File: src/rtl/vga_scan_driver.sv
// Scan-side raster timing master: drives frame-buffer read address (x, y) and produces
// VGA RGB/sync pins two clocks later, aligned with the one-clock colour read latency.
module vga_scan_driver #(
  parameter int unsigned H_VISIBLE = 800,
  parameter int unsigned H_FRONT   = 40,
  parameter int unsigned H_SYNC    = 128,
  parameter int unsigned H_BACK    = 88,
  parameter int unsigned V_VISIBLE = 600,
  parameter int unsigned V_FRONT   = 1,
  parameter int unsigned V_SYNC    = 4,
  parameter int unsigned V_BACK    = 23,
  parameter bit          SYNC_POL  = 1'b1
) (
  input  logic        clk,
  input  logic        rst,
  input  logic        en,
  output logic [10:0] x,
  output logic [9:0]  y,
  input  logic [11:0] colour_in,
  output logic [3:0]  vga_r,
  output logic [3:0]  vga_g,
  output logic [3:0]  vga_b,
  output logic        vga_hs,
  output logic        vga_vs,
  output logic        frame_trig,
  output logic        in_vblank,
  output logic [15:0] frame_count
);

  localparam int unsigned HTotal = H_VISIBLE + H_FRONT + H_SYNC + H_BACK;
  localparam int unsigned VTotal = V_VISIBLE + V_FRONT + V_SYNC + V_BACK;

  localparam logic [10:0] HVis    = 11'(H_VISIBLE);
  localparam logic [10:0] HSyncLo = 11'(H_VISIBLE + H_FRONT);
  localparam logic [10:0] HSyncHi = 11'(H_VISIBLE + H_FRONT + H_SYNC);
  localparam logic [10:0] HLast   = 11'(HTotal - 1);
  localparam logic [9:0]  VVis    = 10'(V_VISIBLE);
  localparam logic [9:0]  VSyncLo = 10'(V_VISIBLE + V_FRONT);
  localparam logic [9:0]  VSyncHi = 10'(V_VISIBLE + V_FRONT + V_SYNC);
  localparam logic [9:0]  VLast   = 10'(VTotal - 1);

  logic [10:0] h_q, h_d;
  logic [9:0]  v_q, v_d;
  logic        active_q, active_d;
  logic        hs_raw_q, hs_raw_d;
  logic        vs_raw_q, vs_raw_d;
  logic        vblank_q, vblank_d;
  logic        trig_q, trig_d;
  logic [15:0] fc_q, fc_d;
  logic [11:0] rgb_q, rgb_d;
  logic        hs_q, hs_d;
  logic        vs_q, vs_d;

  always_comb begin
    h_d      = '0;
    v_d      = '0;
    active_d = 1'b0;
    hs_raw_d = 1'b0;
    vs_raw_d = 1'b0;
    vblank_d = 1'b0;
    trig_d   = 1'b0;
    fc_d     = fc_q;
    // With en low the raster parks at the origin and stage 1 decodes as blank.
    if (en) begin
      if (h_q == HLast) begin
        h_d = '0;
        v_d = (v_q == VLast) ? '0 : v_q + 10'd1;
      end else begin
        h_d = h_q + 11'd1;
        v_d = v_q;
      end
      active_d = (h_q < HVis) && (v_q < VVis);
      hs_raw_d = (h_q >= HSyncLo) && (h_q < HSyncHi);
      vs_raw_d = (v_q >= VSyncLo) && (v_q < VSyncHi);
      vblank_d = (v_q >= VVis);
      trig_d   = (h_q == '0) && (v_q == VVis);
      if (trig_d) begin
        fc_d = fc_q + 16'd1;
      end
    end
    // colour_in now belongs to the address that produced active_q.
    rgb_d = active_q ? colour_in : 12'h000;
    hs_d  = hs_raw_q ^ ~SYNC_POL;
    vs_d  = vs_raw_q ^ ~SYNC_POL;
  end

  always_ff @(posedge clk or negedge rst) begin
    if (!rst) begin
      h_q      <= '0;
      v_q      <= '0;
      active_q <= 1'b0;
      hs_raw_q <= 1'b0;
      vs_raw_q <= 1'b0;
      vblank_q <= 1'b0;
      trig_q   <= 1'b0;
      fc_q     <= '0;
      rgb_q    <= '0;
      hs_q     <= ~SYNC_POL;
      vs_q     <= ~SYNC_POL;
    end else begin
      h_q      <= h_d;
      v_q      <= v_d;
      active_q <= active_d;
      hs_raw_q <= hs_raw_d;
      vs_raw_q <= vs_raw_d;
      vblank_q <= vblank_d;
      trig_q   <= trig_d;
      fc_q     <= fc_d;
      rgb_q    <= rgb_d;
      hs_q     <= hs_d;
      vs_q     <= vs_d;
    end
  end

  assign x           = h_q;
  assign y           = v_q;
  assign vga_r       = rgb_q[11:8];
  assign vga_g       = rgb_q[7:4];
  assign vga_b       = rgb_q[3:0];
  assign vga_hs      = hs_q;
  assign vga_vs      = vs_q;
  assign frame_trig  = trig_q;
  assign in_vblank   = vblank_q;
  assign frame_count = fc_q;

endmodule

File: config.mk
export PLATFORM = sky130hd
export DESIGN_NAME = vga_scan_driver
export DESIGN_NICKNAME = d
export VERILOG_FILES = /design/src/rtl/vga_scan_driver.sv
export SDC_FILE = /design/constraint.sdc
export NUM_CORES = 1
export LEC_CHECK = 0
export CAP_MARGIN = 20
export CORE_MARGIN = 2
export CORE_UTILIZATION = 49
export DETAILED_ROUTE_END_ITERATION = 10
export GPL_TIMING_DRIVEN = 0
export PLACE_DENSITY = 0.8
export RECOVER_POWER = 100
export SLEW_MARGIN = 25
export SYNTH_ARGS = -nofsm -noshare
export SYNTH_HDL_FRONTEND = slang
export SYNTH_SLANG_ARGS = --single-unit
export TNS_END_PERCENT = 50
File: constraint.sdc
create_clock -name clk -period 2.39 [get_ports clk]
set_input_delay 0.239 -clock clk [delete_from_list [all_inputs] [get_ports clk]]
set_output_delay 0.239 -clock clk [all_outputs]
set_load 0.005 [all_outputs]
# Word-level counts from Yosys, hierarchy flattened
# Index checks and enable logic that the tools add are counted.
# classes
add_sub_neg	3
n_lt_le_gt_ge	7
n_eq_ne	4
mux	11
reduce_logical	6
# op_table
operator	n
10-bit two-way mux	3
11-bit by 10-bit less-than comparator with 1-bit output (second input constant)	2
11-bit two-way mux	2
10-bit equality test (second input constant)	2
10-bit >= comparator (second input constant)	2
10-bit less-than comparator (second input constant)	2
16-bit by 1-bit adder with 16-bit output (second input constant)	1
12-bit two-way mux	1
11-bit by 1-bit adder with 11-bit output (second input constant)	1
11-bit equality test (second input constant)	1
11-bit by 10-bit >= comparator with 1-bit output (second input constant)	1
11-bit zero test	1
10-bit by 1-bit adder with 10-bit output (second input constant)	1
1-bit two-way mux	5
1-bit logical AND	4
2-bit by 1-bit inequality test with 1-bit output (second input constant)	1
2-bit AND reduction	1
# word_totals
reg_bits	56
input_bits	15
output_inout_bits	53

# Logic depth before layout (Yosys ltp)
# Gate-level depths: netlist (run 1).
# depth
depth_word	4
mapped_depth	7

# Least setup slack after synthesis (run 1)
# No wires, ideal clock.
# synth_path
path_kind	register -> register
start	register h_q[0] (netlist: x[0])
end	register v_q[8] (netlist: y[8])
setup_time_ns	0.077
arrival_time_ns	1.644
setup_slack_ns	0.668
path_stages_with_launch	7
n_path_buf	1
synth_period_minus_slack_ns	1.722
path_cell_list	dfrtp_1 > ha_1 > and4_1 > buf_4 > nand4_4 > or4_1 > a21oi_1
# synth_via
elab_chain_len	2
# synth_lines
element	line_no	rtl
start: declaration	42	logic [10:0] h_q, h_d;
start signal: assignment	89	h_q <= '0;
start signal: assignment	101	h_q <= h_d;
11-bit equality test	65	if (h_q == HLast) begin
2-bit by 1-bit inequality test with 1-bit output (no line)	-	
end signal: assignment	102	v_q <= v_d;
end: declaration	43	logic [9:0] v_q, v_d;
# No other way between the ends.
# A chain may end at the register's enable or synchronous reset.

# Worst setup path after layout (run 1)
# layout_path
start	register v_q[8] (netlist: y[8])
end	register fc_q[1] (netlist: frame_count[1])
# layout_via
elab_chain_len	3
# layout_lines
element	line_no	rtl
10-bit equality test	76	trig_d = (h_q == '0) && (v_q == VVis);
1-bit logical AND	76	
2-bit AND reduction (no line)	-	
end signal: assignment	96	fc_q <= '0;
end signal: assignment	108	fc_q <= fc_d;
end: declaration	49	logic [15:0] fc_q, fc_d;
# No other way between the ends.

==> flow_summary.toml, run 1 <==
[run_status]
status = "complete, no violations"

[sta]
finalHoldViolCount = 0
fin_skew_ps = 16.5
clock.fmax_mhz = 489
grt_setup_unrepaired = "false"
hold_slack_ps = 355
setup_slack_ps = 345
max_slew.worst_pin.slew_ps = 607
min_period_over_period = 0.856
setup_viol = 0
period_minus_slack_ps = 2040
drv_slew = 0
slew_headroom = 0.596

[critical_path]
r2r_cells = 4
worstSetupStartpointType = "flop"
critPathMaxFanout = 6
critPathKind = "flop to flop"
crit_cells = 4
worst-path-buf-inv = 0
crit_path_max_incr_delay_ps = 560
cp-end-kind = "flop"
crit_slowest_cell = "nor4_1"
path_delay_family = "simple AND/OR/NAND/NOR gates"
crit_chain = "and4bb_1 -> nand3_2 -> nor4_1 -> mux2_1"
worstPathArrival_ps = 2240
crit_required_ps = 2580

[synth]
synth-seq-cells = 56
syn_area_um2 = 2730
synth_cell_type_count = 47
synth_top_area_frac = 0.514
synthesis.instances = 254
synth_flop_cell = "dfrtp_1"
synthesis.nets = 275
async_flop_share = 1.00
yosys_warnings = 0
synth-edff-count = 0
synth-seq-area-share = 0.514
synth_top_cell_by_area = "dfrtp_1"
avgSynthCellArea_um2 = 10.7
ys_top_cells_by_area = "dfrtp_1 51%, xor2_1 5.5%, nand2_1 3.3%"

[min_path]
hold_path_class = "flop to flop"
hold_path_depth = 0

[pwr]
p_per_area_nw_per_um2 = 464
p_total_uw = 1640
p_leak_uw = 0.00173
vdd_drop_max_v = 0.000215

[placement]
place_congestion = 0.863
hpwl_mm = 4.12
port-buffer-count = 67
dp.cells = 394
preCtsSetupSlack_ps = 366

[global_route]
grt_pass1_wl_mm = 9.84
grt_max_degree = 49
grt_antenna_before_repair = 0
grt_pass1_vias = 2102
grt_overflow_total = 0
grt.total_usage = 0.201

[drt]
drc = 0
drt_pre_antenna_iters = 4
vias = 2151
ant_nets = 0
drt-initial-drc-count = 99
vias_per_cell = 5.34
wl_mm = 5.68
avgRoutedWirePerCell_um = 14.1

[finish]
drive_above_1_share = 0.0634
syn_to_final_growth_pct = 29.9
fin_cells = 403
fin_util = 0.651
n_antenna_cell = 0
nets = 351

[run]
maxCapViolations = 0

[clocking]
cts_setup_buffers = 0
cts_resized = 0
cts_inserted_buffers = 5
cts_sinks = 56
clockBufferDepth = 2
clkTransAtPathRegs_ps = 110
cts_tree = "built"
clock_latency_ps = 320
cts_root_buf = "clkbuf_8"
htree_levels = 2

[floorplan]
start_util = 0.501
dieArea_um2 = 6180
io_pins = 68
die_h_um = 78.6
core-area_um2 = 5440
die_w_um = 78.6
num_rows = 27
==> sequential cells by signal, indices dropped and copies added, names as in the netlist <==
signal and cells:
frame_trig 1, x 11, hs_d 1, rgb_q 12, y 10, active_q 1
vga_vs 1, vga_hs 1, vs_d 1, frame_count 16, in_vblank 1
==> layout make-up <==
class                           instances  area [um^2]
Inverter                               10         37.5
Sequential cell                        56         1400
Tap cell                               72         90.1
Multi-Input combinational cell        177         1170
Fill cell                             454         1900
Clock buffer                            5         68.8
Clock inverter                          3         26.3
Buffer                                 11         50.0
Timing Repair Buffer                   69          702
==> Yosys cell counts (2+ instances only) <==
library cell	count
nand2b_1	4
nor3_1	8
nor2b_1	2
inv_1	10
nand4_2	3
ha_1	6
nand3b_1	2
xor2_1	17
and4_1	5
nor3_2	3
and2_1	13
xnor2_1	8
nand4_1	10
dfrtp_1	56
nor2_1	18
o22ai_1	4
clkbuf_1	4
nor4_2	4
nand2_1	24
buf_4	2
nand3_1	12
o31ai_1	3
and3_1	5
buf_2	3
a21oi_1	6
==> per-layer routing <==
layer,vias to the layer above,track usage,share of wire
li1,1035,-,-
met1,1033,0.266,0.45
met2,76,0.338,0.49
met3,7,0.0379,0.052
met4,0,0.0544,0.011
met5,-,0,0
==> per-stage QoR <==
step / cell area, um^2 / TNS [ps]
2_1_floorplan: 2730 / 0
3_5_place_dp: 3510 / 0
3_3_place_gp: 3490 / -33580
6_report: 3540 / 0
4_1_cts: 3620 / 0
5_1_grt: 3540 / 0
==> layout by cell type (no fill, tap or decap), types with 8 or more instances in the layout <==
cell type        synthesis  layout
and2_0                   0      10
clkdlybuf4s50_1          0      13
dfrtp_1                 56      56
dlygate4sd3_1            0      54
inv_1                   10      10
nand2_1                 24      24
nand3_1                 12      12
nand4_1                 10      11
nor2_1                  18      18
nor3_1                   8      10
xnor2_1                  8       8
xor2_1                  17      17
==> worst paths after layout <==
path                                       start                         end  slack, ps
worst max-delay path            y[8]$_DFFE_PN0P_  frame_count[1]$_DFFE_PN0P_        350
worst min-delay path              vs_d$_DFF_PN0_            vga_vs$_DFF_PN0_        350
worst max register to register  y[8]$_DFFE_PN0P_  frame_count[1]$_DFFE_PN0P_        350
worst min register to register    vs_d$_DFF_PN0_            vga_vs$_DFF_PN0_        350
max in group asynchronous                    rst  frame_count[0]$_DFFE_PN0P_       1320
min in group asynchronous                    rst  frame_count[5]$_DFFE_PN0P_        430
==> logic make-up after synthesis <==
group / synth area share
AND/OR/NAND/NOR: 0.289
buffers and inverters: 0.0358
XOR/XNOR: 0.0803
adder cells (fa/ha/maj): 0.0275
multiplexers: 0.00780
flip-flops: 0.514
AO/OA/AOI/OAI: 0.0459
==> report_power, final <==
| part | internal, uW | total [uW] | switching (uW) |
|---|---|---|---|
| Sequential | 964 | 975 | 10.8 |
| Clock | 214 | 536 | 322 |
| Combinational | 67.9 | 131 | 63.4 |
==> repair_timing <==
action                                 in CTS  in global routing
setup endpoints to repair                   0                  0
endpoints found under the hold margin      16                  0
hold buffers                                1                  0
(Power assumes the default switching activity.)
==> inputs of run 2 (changes only) <==
--- a/config.mk
+++ b/config.mk
@@ -6,6 +6,7 @@
 export NUM_CORES = 1
 export LEC_CHECK = 0
 export CAP_MARGIN = 20
+export CORE_ASPECT_RATIO = 0.9
 export CORE_MARGIN = 2
 export CORE_UTILIZATION = 49
 export DETAILED_ROUTE_END_ITERATION = 10
==> flow_summary.toml, run 2 (synthesis gave the netlist of run 1 again) <==
[run_status]
status = "complete, no violations"

[clocking]
cts_root_buf = "clkbuf_8"
clkTransAtPathRegs_ps = 100
clockBufferDepth = 2
cts_resized = 0
clock_latency_ps = 320
cts_inserted_buffers = 5
cts_sinks = 56
cts_tree = "built"
htree_levels = 2

[drt]
ant_nets = 0
drc = 0
drt_pre_antenna_iters = 4
vias_per_cell = 5.37
drt-initial-drc-count = 129
vias = 2139
wl_mm = 6.00
avgRoutedWirePerCell_um = 15.1

[pwr]
power_frac_seq = 0.598
p_leak_uw = 0.00172
p_sw_uw = 392
intPower_uw = 1240
swShare = 0.240
pwr-share-comb = 0.078
pwr-share-clk = 0.324
p_per_area_nw_per_um2 = 464
vdd_drop_max_v = 0.000330

[finish]
syn_to_final_growth_pct = 28.9
fillers = 422
n_antenna_cell = 0
final_cell_mix = "56 x dfrtp_1, 55 x dlygate4sd3_1, 24 x nand2_1, 18 x nor2_1, 17 x xor2_1"
final_common_cell = "dfrtp_1"
fin_cells = 398
nets = 351
largest_register_ffs = 16
drive_above_1_share = 0.0665

[run]
maxCapViolations = 0

[critical_path]
worstSetupStartpointType = "flop"
critPathKind = "flop to flop"
critPathMaxFanout = 8
cp-end-kind = "flop"
crit_required_ps = 2610
worstPathArrival_ps = 2320

[global_route]
grt_overflow_total = 0
grt.total_usage = 0.205
grt_pass1_wl_mm = 9.56
grt_antenna_before_repair = 0
grt_max_degree = 50
grt_pass1_vias = 2026

[floorplan]
die_h_um = 74.8
die_w_um = 82.6
dieArea_um2 = 6180
start_util = 0.513
num_rows = 25
core-area_um2 = 5320
io_pins = 68

[placement]
hpwl_mm = 4.21
place_congestion = 0.832
dp.cells = 389
preCtsSetupSlack_ps = 353
port-buffer-count = 67

[sta]
grt_setup_unrepaired = "false"
finalHoldViolCount = 0
min_period_over_period = 0.877
drv_slew = 0
setup_slack_ps = 294
slew_headroom = 0.213
period_minus_slack_ps = 2100
setup_viol = 0
max_slew.worst_pin.slew_ps = 1180
clock.fmax_mhz = 477
fin_skew_ps = 6.05

[min_path]
hold_path_class = "input pin to async pin"
run 2: power groups by stage:
stage | sequential (uW) | combinational [uW] | clock (uW)
CTS | 976 | 146 | 553
global route | 978 | 145 | 578
floorplan | 996 | 47.2 | 0
global placement | 995 | 135 | 0
detailed placement | 995 | 143 | 0
finish | 975 | 128 | 528
run 2: per-stage QoR:
stage	power, uW	hold slack (ps)	instance area, um^2	TNS (ps)	utilization
floorplan	1040	-56.6	2730	0	-
global placement	1130	333	3480	-34600	0.655
detailed placement	1140	74.8	3510	0	0.660
CTS	1670	265	3610	0	0.679
global route	1700	364	3520	0	0.661
finish	1630	354	3520	0	0.661
run 2: final timing paths:
path	cells past startpoint	slack (ps)	from	endpoint
worst max-delay path	7	290	x[0]$_DFF_PN0_	y[9]$_DFFE_PN0P_
worst min-delay path	2	350	rst	frame_count[6]$_DFFE_PN0P_
worst max register to register	7	290	x[0]$_DFF_PN0_	y[9]$_DFFE_PN0P_
worst min register to register	0	360	hs_d$_DFF_PN0_	vga_hs$_DFF_PN0_
max in group asynchronous	3	550	rst	rgb_q[6]$_DFF_PN0_
min in group clk	0	360	hs_d$_DFF_PN0_	vga_hs$_DFF_PN0_
run 2: layout make-up:
cell class,instances,area (um^2),share of cell area
plain buffers,11,56.3,0.0160
multi-input cells,177,1170,0.332
clock inverters,3,22.5,0.00640
inverters,10,37.5,0.0107
well taps,67,83.8,0.0238
repair buffers,69,679,0.193
clock buffers,5,68.8,0.0196
flip-flops and latches,56,1400,0.398
run 2: timing repair:
action                    CTS  global route
hold buffers                1             0
hold endpoints to repair   56             0
buffers inserted            0             0
run 2: routing by layer:
layer,GRT usage,up-vias,share of wire
li1,-,1036,-
met2,0.343,78,0.47
met4,0.0874,0,0.018
met1,0.262,1015,0.45
met5,0,-,0
met3,0.0396,10,0.063
run 2: critical path, stage by stage, from the launching register on:
cell and delay (ps):
dfrtp_1 450, ha_1 230, and4_1 210, clkbuf_1 290, and4_1 240, buf_4 150
nand2_1 120, o32ai_1 310
